===== config.mk =====
export PLATFORM = sky130hd
export DESIGN_NAME = line_tracker_frontend
export DESIGN_NICKNAME = d
export VERILOG_FILES = /design/src/rtl/line_tracker_pkg.sv /design/src/rtl/tracker_debounce.sv /design/src/rtl/line_tracker_frontend.sv
export SDC_FILE = /design/constraint.sdc
export NUM_CORES = 1
export LEC_CHECK = 0
export CAP_MARGIN = 10
export CORE_ASPECT_RATIO = 1.4
export CORE_MARGIN = 5
export CORE_UTILIZATION = 40
export DETAILED_ROUTE_END_ITERATION = 8
export MAX_ROUTING_LAYER = met4
export PLACE_DENSITY = 0.63
export RECOVER_POWER = 100
export SETUP_SLACK_MARGIN = 0.15
export SLEW_MARGIN = 20
export SYNTH_ARGS = -nofsm -noshare
export SYNTH_HDL_FRONTEND = slang
export SYNTH_SLANG_ARGS = --single-unit

===== constraint.sdc =====
create_clock -name clk -period 3.35 [get_ports clk]
set_input_delay 1.005 -clock clk [delete_from_list [all_inputs] [get_ports clk]]
set_output_delay 1.005 -clock clk [all_outputs]
set_load 0.01 [all_outputs]

===== src/rtl/line_tracker_pkg.sv =====
// Shared definitions for the line tracker front end.
// Holds the motor-stage mode codes, the lost-line FSM state encoding and a
// helper that classifies a committed pattern as a left or right turn.
package line_tracker_pkg;

  // {left, centre, right} command words understood by the motor stage.
  localparam logic [2:0] MODE_FWD    = 3'b111;
  localparam logic [2:0] MODE_NONE   = 3'b000;
  localparam logic [2:0] MODE_REV    = 3'b010;
  localparam logic [2:0] MODE_HARD_L = 3'b100;
  localparam logic [2:0] MODE_HARD_R = 3'b001;

  // Encoding is visible on the debug state port, so values are fixed.
  typedef enum logic [1:0] {
    StTrack = 2'd0,
    StHold  = 2'd1,
    StLost  = 2'd2
  } track_state_e;

  // Returns {is_turn, side}. is_turn is set when exactly one of the outer
  // sensors sees the line; side is 0 for left (100/110), 1 for right (001/011).
  function automatic logic [1:0] turn_side(input logic [2:0] pat);
    turn_side = {pat[2] ^ pat[0], pat[0]};
  endfunction

endpackage


===== src/rtl/tracker_debounce.sv =====
// Input conditioning for the line tracker.
// Synchronises the three raw IR sensors, divides clk down to a sample tick
// and debounces the joint 3-bit pattern on that tick.
//
// Ports:
//   clk, rst            - system clock, asynchronous active-low reset
//   sensor_l/c/r        - raw asynchronous sensor inputs
//   tick                - one-cycle pulse at the sample rate
//   commit              - pattern has been stable for DEBOUNCE_N ticks (tick only)
//   commit_pat          - pattern being committed, valid while commit is high
module tracker_debounce
  import line_tracker_pkg::*;
#(
  parameter int unsigned SAMPLE_DIV         = 100000,
  parameter int unsigned DEBOUNCE_N         = 4,
  parameter int unsigned SENSOR_ACTIVE_HIGH = 1
) (
  input  logic       clk,
  input  logic       rst,
  input  logic       sensor_l,
  input  logic       sensor_c,
  input  logic       sensor_r,
  output logic       tick,
  output logic       commit,
  output logic [2:0] commit_pat
);

  localparam int unsigned DivW = (SAMPLE_DIV > 1) ? $clog2(SAMPLE_DIV) : 1;
  localparam logic [DivW-1:0] DivMax = DivW'(SAMPLE_DIV - 1);
  localparam logic [3:0] StableMax = 4'(DEBOUNCE_N - 1);

  logic [2:0]      sync1_q, sync2_q;
  logic [2:0]      sync_pat;
  logic [DivW-1:0] div_q, div_d;
  logic [2:0]      cand_q, cand_d;
  logic [3:0]      stable_q, stable_d;

  // Two-flop synchroniser per sensor.
  always_ff @(posedge clk or negedge rst) begin
    if (!rst) begin
      sync1_q <= 3'b000;
      sync2_q <= 3'b000;
    end else begin
      sync1_q <= {sensor_l, sensor_c, sensor_r};
      sync2_q <= sync1_q;
    end
  end

  assign sync_pat = (SENSOR_ACTIVE_HIGH != 0) ? sync2_q : ~sync2_q;

  // Free-running divider; tick marks the cycle whose edge wraps it to 0.
  assign tick  = (div_q == DivMax);
  assign div_d = tick ? '0 : div_q + 1'b1;

  always_comb begin
    cand_d   = cand_q;
    stable_d = stable_q;
    if (tick) begin
      if (sync_pat == cand_q) begin
        if (stable_q != StableMax) begin
          stable_d = stable_q + 4'd1;
        end
      end else begin
        cand_d   = sync_pat;
        stable_d = 4'd0;
      end
    end
  end

  // Once saturated every tick re-commits, which keeps the lost timer running.
  assign commit     = tick && (stable_d == StableMax);
  assign commit_pat = cand_d;

  always_ff @(posedge clk or negedge rst) begin
    if (!rst) begin
      div_q    <= '0;
      cand_q   <= MODE_FWD;
      stable_q <= 4'd0;
    end else begin
      div_q    <= div_d;
      cand_q   <= cand_d;
      stable_q <= stable_d;
    end
  end

endmodule


===== src/rtl/line_tracker_frontend.sv =====
// Line tracker front end: sensor conditioning plus the lost-line FSM that
// drives the registered mode word consumed by the motor stage.
//
// Optional feature: define LINE_TRACKER_LAST_TURN_EN to remember the side of
// the last one-sided pattern and steer hard left/right while lost instead of
// reversing.
//
// Ports:
//   clk, rst            - system clock, asynchronous active-low reset
//   sensor_l/c/r        - raw asynchronous IR sensors
//   mode[2:0]           - {left, centre, right} command word (registered)
//   mode_chg            - one-cycle pulse in the cycle mode takes a new value
//   lost                - high while the FSM is in LOST
//   state[1:0]          - FSM state for debug (TRACK=0, HOLD=1, LOST=2)
module line_tracker_frontend
  import line_tracker_pkg::*;
#(
  parameter int unsigned SAMPLE_DIV         = 100000,
  parameter int unsigned DEBOUNCE_N         = 4,
  parameter int unsigned LOST_TICKS         = 200,
  parameter int unsigned SENSOR_ACTIVE_HIGH = 1
) (
  input  logic       clk,
  input  logic       rst,
  input  logic       sensor_l,
  input  logic       sensor_c,
  input  logic       sensor_r,
  output logic [2:0] mode,
  output logic       mode_chg,
  output logic       lost,
  output logic [1:0] state
);

  localparam int unsigned LostW = $clog2(LOST_TICKS + 1);
  localparam logic [LostW-1:0] LostMax = LostW'(LOST_TICKS);

  logic             tick;
  logic             commit;
  logic [2:0]       commit_pat;
  logic             nz_commit;
  logic [2:0]       lost_mode;

  track_state_e     state_q, state_d;
  logic [2:0]       mode_q, mode_d;
  logic             mode_chg_q, mode_chg_d;
  logic [LostW-1:0] lost_cnt_q, lost_cnt_d;

  tracker_debounce #(
    .SAMPLE_DIV         (SAMPLE_DIV),
    .DEBOUNCE_N         (DEBOUNCE_N),
    .SENSOR_ACTIVE_HIGH (SENSOR_ACTIVE_HIGH)
  ) u_debounce (
    .clk        (clk),
    .rst        (rst),
    .sensor_l   (sensor_l),
    .sensor_c   (sensor_c),
    .sensor_r   (sensor_r),
    .tick       (tick),
    .commit     (commit),
    .commit_pat (commit_pat)
  );

  assign nz_commit = commit && (commit_pat != MODE_NONE);

`ifdef LINE_TRACKER_LAST_TURN_EN
  logic       last_turn_q, last_turn_d;  // 0 = left, 1 = right
  logic [1:0] side;

  always_comb begin
    last_turn_d = last_turn_q;
    side        = turn_side(commit_pat);
    if (commit && side[1]) begin
      last_turn_d = side[0];
    end
  end

  always_ff @(posedge clk or negedge rst) begin
    if (!rst) begin
      last_turn_q <= 1'b0;
    end else begin
      last_turn_q <= last_turn_d;
    end
  end

  assign lost_mode = last_turn_q ? MODE_HARD_R : MODE_HARD_L;
`else
  assign lost_mode = MODE_REV;
`endif

  always_comb begin
    state_d    = state_q;
    mode_d     = mode_q;
    lost_cnt_d = lost_cnt_q;
    case (state_q)
      StTrack: begin
        if (commit) begin
          if (commit_pat == MODE_NONE) begin
            state_d    = StHold;
            lost_cnt_d = '0;
            mode_d     = MODE_NONE;
          end else begin
            mode_d = commit_pat;
          end
        end
      end
      StHold: begin
        // A nonzero commit wins over the lost terminal count on the same tick.
        if (nz_commit) begin
          state_d = StTrack;
          mode_d  = commit_pat;
        end else if (tick) begin
          if (lost_cnt_q != LostMax) begin
            lost_cnt_d = lost_cnt_q + 1'b1;
          end
          if (lost_cnt_d == LostMax) begin
            state_d = StLost;
            mode_d  = lost_mode;
          end
        end
      end
      StLost: begin
        if (nz_commit) begin
          state_d = StTrack;
          mode_d  = commit_pat;
        end else begin
          mode_d = lost_mode;
        end
      end
      default: begin
        state_d = StTrack;
        mode_d  = MODE_FWD;
      end
    endcase
    mode_chg_d = (mode_d != mode_q);
  end

  always_ff @(posedge clk or negedge rst) begin
    if (!rst) begin
      state_q    <= StTrack;
      mode_q     <= MODE_FWD;
      mode_chg_q <= 1'b0;
      lost_cnt_q <= '0;
    end else begin
      state_q    <= state_d;
      mode_q     <= mode_d;
      mode_chg_q <= mode_chg_d;
      lost_cnt_q <= lost_cnt_d;
    end
  end

  assign mode     = mode_q;
  assign mode_chg = mode_chg_q;
  assign lost     = (state_q == StLost);
  assign state    = state_q;

endmodule


==> flow_metrics.env <==
export IMPL_status="finished, violations left"
export IMPL_violations="max-capacitance violations, max-slew violations"
export IMPL_fin_crit_sh_pct=85.8
export IMPL_drv_cap=1
export IMPL_cts_sinks=44
export IMPL_switching_power_mw=0.202
export IMPL_dr_pass1_iters=4
export IMPL_rows=34
export IMPL_holdPathEnd="u_debounce.sync2_q[1]$_DFF_PN0_"
export IMPL_numCtsBuffers=5
export IMPL_postCtsSetupRepairBufs=0
export IMPL_grt_pass1_wl_mm=9.28
export IMPL_clock_latency_ns=0.30
export IMPL_p_per_area_mw_per_mm2=320
export IMPL_synth_area_leader_cell="dfrtp_1"
export IMPL_pwr_share_clk_pct=37.2
export IMPL_drc_errors=0
export IMPL_ys_flop_type="dfrtp_1"
export IMPL_rsz0062_at_grt="no"
export IMPL_vias=2004
export IMPL_pwr_share_comb_pct=2.1
export IMPL_fin_nets=289
export IMPL_syn_to_final_growth_pct=8.79
export IMPL_cts_tree="built"
export IMPL_setup_violations=0
export IMPL_first_iter_violations=39
export IMPL_layout_common_cells="38 x dfrtp_1, 31 x nand2_1, 22 x nor2_1, 15 x nand3_1"
export IMPL_wl_met3_um=112
export IMPL_p_int_mw=0.686
export IMPL_portBuffers=11
export IMPL_synth_seq_area_share_pct=43.5
export IMPL_regToRegSetupSlack_ns=0.47
export IMPL_crit_type="reg2reg"
export IMPL_multi_input_area_mm2=0.00134
export IMPL_synth_edf_count=0
export IMPL_antenna_left=0
export IMPL_end_kind="register"
export IMPL_ys_seq_elements=44
export IMPL_path_delay_family="simple AND/OR/NAND/NOR gates"
export IMPL_max_vdd_ir_drop_mv=0.210
export IMPL_synthCells=272
export IMPL_fmax_mhz=348
export IMPL_gp_congestion=0.856
export IMPL_crit_path_cell_trace="ha_1 > and4_1 > nand4_1 > nor4b_1 > o211ai_1 > mux2_1 > a211oi_1 > nor2_1"
export IMPL_h_tree_depth=2
export IMPL_yosysUniqueCellTypes=58
export IMPL_drive_above_1_share_pct=8.54
export IMPL_grt_max_degree=45
export IMPL_n_antenna_cell=0
export IMPL_pwr_share_seq_pct=60.7
export IMPL_slowest_stage="nor4b_1"
export IMPL_setup_ws_ns=0.475
export IMPL_power_leakage_nw=1.17
export IMPL_cts_hold_fix_buffers=0
export IMPL_layout_commonest_cell="dfrtp_1"
export IMPL_worstHoldPathType="reg2reg"
export IMPL_r2r_start="u_debounce.div_q[0]$_DFF_PN0_"
export IMPL_finalMaxSlewViolations=45
export IMPL_grt_pass1_vias=1937
export IMPL_root_buffer="clkbuf_8"
export IMPL_m1WireLength_mm=2.43
export IMPL_synth_area_mm2=0.00255
export IMPL_wl_per_cell_um=14.9
export IMPL_overflow=0
export IMPL_worstPathRequired_ns=3.54
export IMPL_track_usage_pct=14.3
export IMPL_highest_layer="met4"
export IMPL_tightest_slew_ns=2.28
export IMPL_die_x_um=77.5
export IMPL_die_height_um=104
export IMPL_ioPinCount=12
export IMPL_hpwl_mm=3.78
export IMPL_clockBufferDepth=2
export IMPL_post_place_ws_ns=0.575
export IMPL_period_needed_ns=2.88
export IMPL_start_util_pct=41.0
export IMPL_clk_pin_slew_ns=0.09
export IMPL_vias_per_cell=5.68
export IMPL_hold_viol_final=0
export IMPL_synth_area_leaders="dfrtp_1 37%, dfstp_2 6.2%, nand2_1 4.6%, xnor2_1 4.1%, nor2_1 3.2%"
export IMPL_dp_cells=345
export IMPL_final_fill_count=601
export IMPL_critPathMaxStageDelay_ns=0.48
export IMPL_reg2reg_depth=8
export IMPL_slew_headroom_pct=-52.2
export IMPL_worstReg2RegEnd="lost_cnt_q[3]$_DFFE_PN0P_"
export IMPL_swShare_pct=22.8
export IMPL_hold_depth=0
export IMPL_die_area_mm2=0.00809
export IMPL_synthDominantCellAreaShare_pct=37.3
export IMPL_syn_avg_cell_area_um2=9.37
export IMPL_cp_max_fo=9
export IMPL_synth_warnings=0
export IMPL_syn_num_nets=281
export IMPL_core_mm2=0.00621
export IMPL_final_seq_area_mm2=0.00111
export IMPL_async_flop_share_pct=100
export IMPL_hp_start="u_debounce.sync1_q[1]$_DFF_PN0_"
export IMPL_antenna_found_initial=0
export IMPL_wl_met2_mm=2.60
export IMPL_stdcell_count=353
export IMPL_finalClockSkew_ns=0.00969
export IMPL_finalSetupTns_ns=0
export IMPL_finalWirelength_mm=5.25
export IMPL_critPathArrivalTime_ns=3.06
export IMPL_path_buf_inv=0
export IMPL_start_kind="register"
export IMPL_ctsResizeCount=0
export IMPL_holdWs_ns=0.355
[per-layer routing]
layer	up-vias	GRT usage [%]
met2	27	22.8
met1	970	18.2
met3	12	2.60
met4	0	5.04
li1	995	-
met5	-	-
[final cells by class]
class | count | area share, %
clock buffers | 6 | 2.62
repair buffers | 12 | 3.88
multi-input cells | 206 | 48.3
inverters | 11 | 1.49
clock inverters | 2 | 0.451
well taps | 72 | 3.25
flip-flops and latches | 44 | 40.0
[worst register-to-register path, stage by stage (launching register included)]
cell,delay [ns]
dfrtp_1,0.39
ha_1,0.21
and4_1,0.33
nand4_1,0.40
nor4b_1,0.49
o211ai_1,0.17
mux2_1,0.44
a211oi_1,0.27
nor2_1,0.07
[worst max path at each step]
stage	startpoint	to	slack, ns	depth (start not counted)
2_1_floorplan	u_debounce.stable_q[1]$_DFF_PN0_	mode_chg$_DFF_PN0_	0.79	9
3_3_place_gp	u_debounce.stable_q[0]$_DFF_PN0_	mode_chg$_DFF_PN0_	0.62	8
3_5_place_dp	u_debounce.stable_q[0]$_DFF_PN0_	lost_cnt_q[3]$_DFFE_PN0P_	0.58	8
4_1_cts	u_debounce.stable_q[0]$_DFF_PN0_	lost_cnt_q[3]$_DFFE_PN0P_	0.56	8
5_1_grt	rst	u_debounce.sync2_q[1]$_DFF_PN0_	0.15	1
6_report	u_debounce.div_q[0]$_DFF_PN0_	lost_cnt_q[3]$_DFFE_PN0P_	0.47	8
[cells in the mapped netlist (5+ instances only)]
cell type	number
inv_1	11
xor2_1	9
clkbuf_1	7
nor2_1	22
and3_1	6
a21oi_1	12
o31ai_1	5
nand4_1	5
nand3_1	15
nand2_1	31
o21ai_0	9
dfstp_2	6
xnor2_1	12
dfrtp_1	38
[through the flow]
stage	util, %	area (µm²)	power (mW)
after floorplan	-	2550	0.553
after global placement	43.5	2700	0.569
after CTS	44.8	2780	0.898
final	44.6	2770	0.888
after detailed placement	43.5	2700	0.570
after global routing	44.6	2770	0.923
[power by group through the flow]
stage               combinational (mW)  clock, mW  sequential, mW
finish                          0.0190      0.330           0.539
CTS                             0.0211      0.338           0.539
global route                    0.0226      0.362           0.539
floorplan                      0.00520          0           0.548
global placement                0.0207          0           0.549
detailed placement              0.0212          0           0.549
[logic make-up (layout without fill, tap and decap cells)]
logic type | after synthesis | count (layout) | share of synthesized area (%)
simple gates | 125 | 125 | 27.6
compound gates | 52 | 52 | 14.1
flops | 44 | 44 | 43.5
xor+xnor | 22 | 22 | 7.86
buf+inv | 22 | 31 | 3.68
fa+ha+maj | 4 | 4 | 1.96
mux | 3 | 3 | 1.28
[flip-flops by register name, indices dropped and copies added (netlist names)]
register and flops:
mode 3, u_debounce.sync2_q 3, lost_cnt_q 8, u_debounce.div_q 17, state 2, u_debounce.sync1_q 3
mode_chg 1, u_debounce.stable_q 4, u_debounce.cand_q 3
No activity file was read; power rests on OpenSTA's default activity.
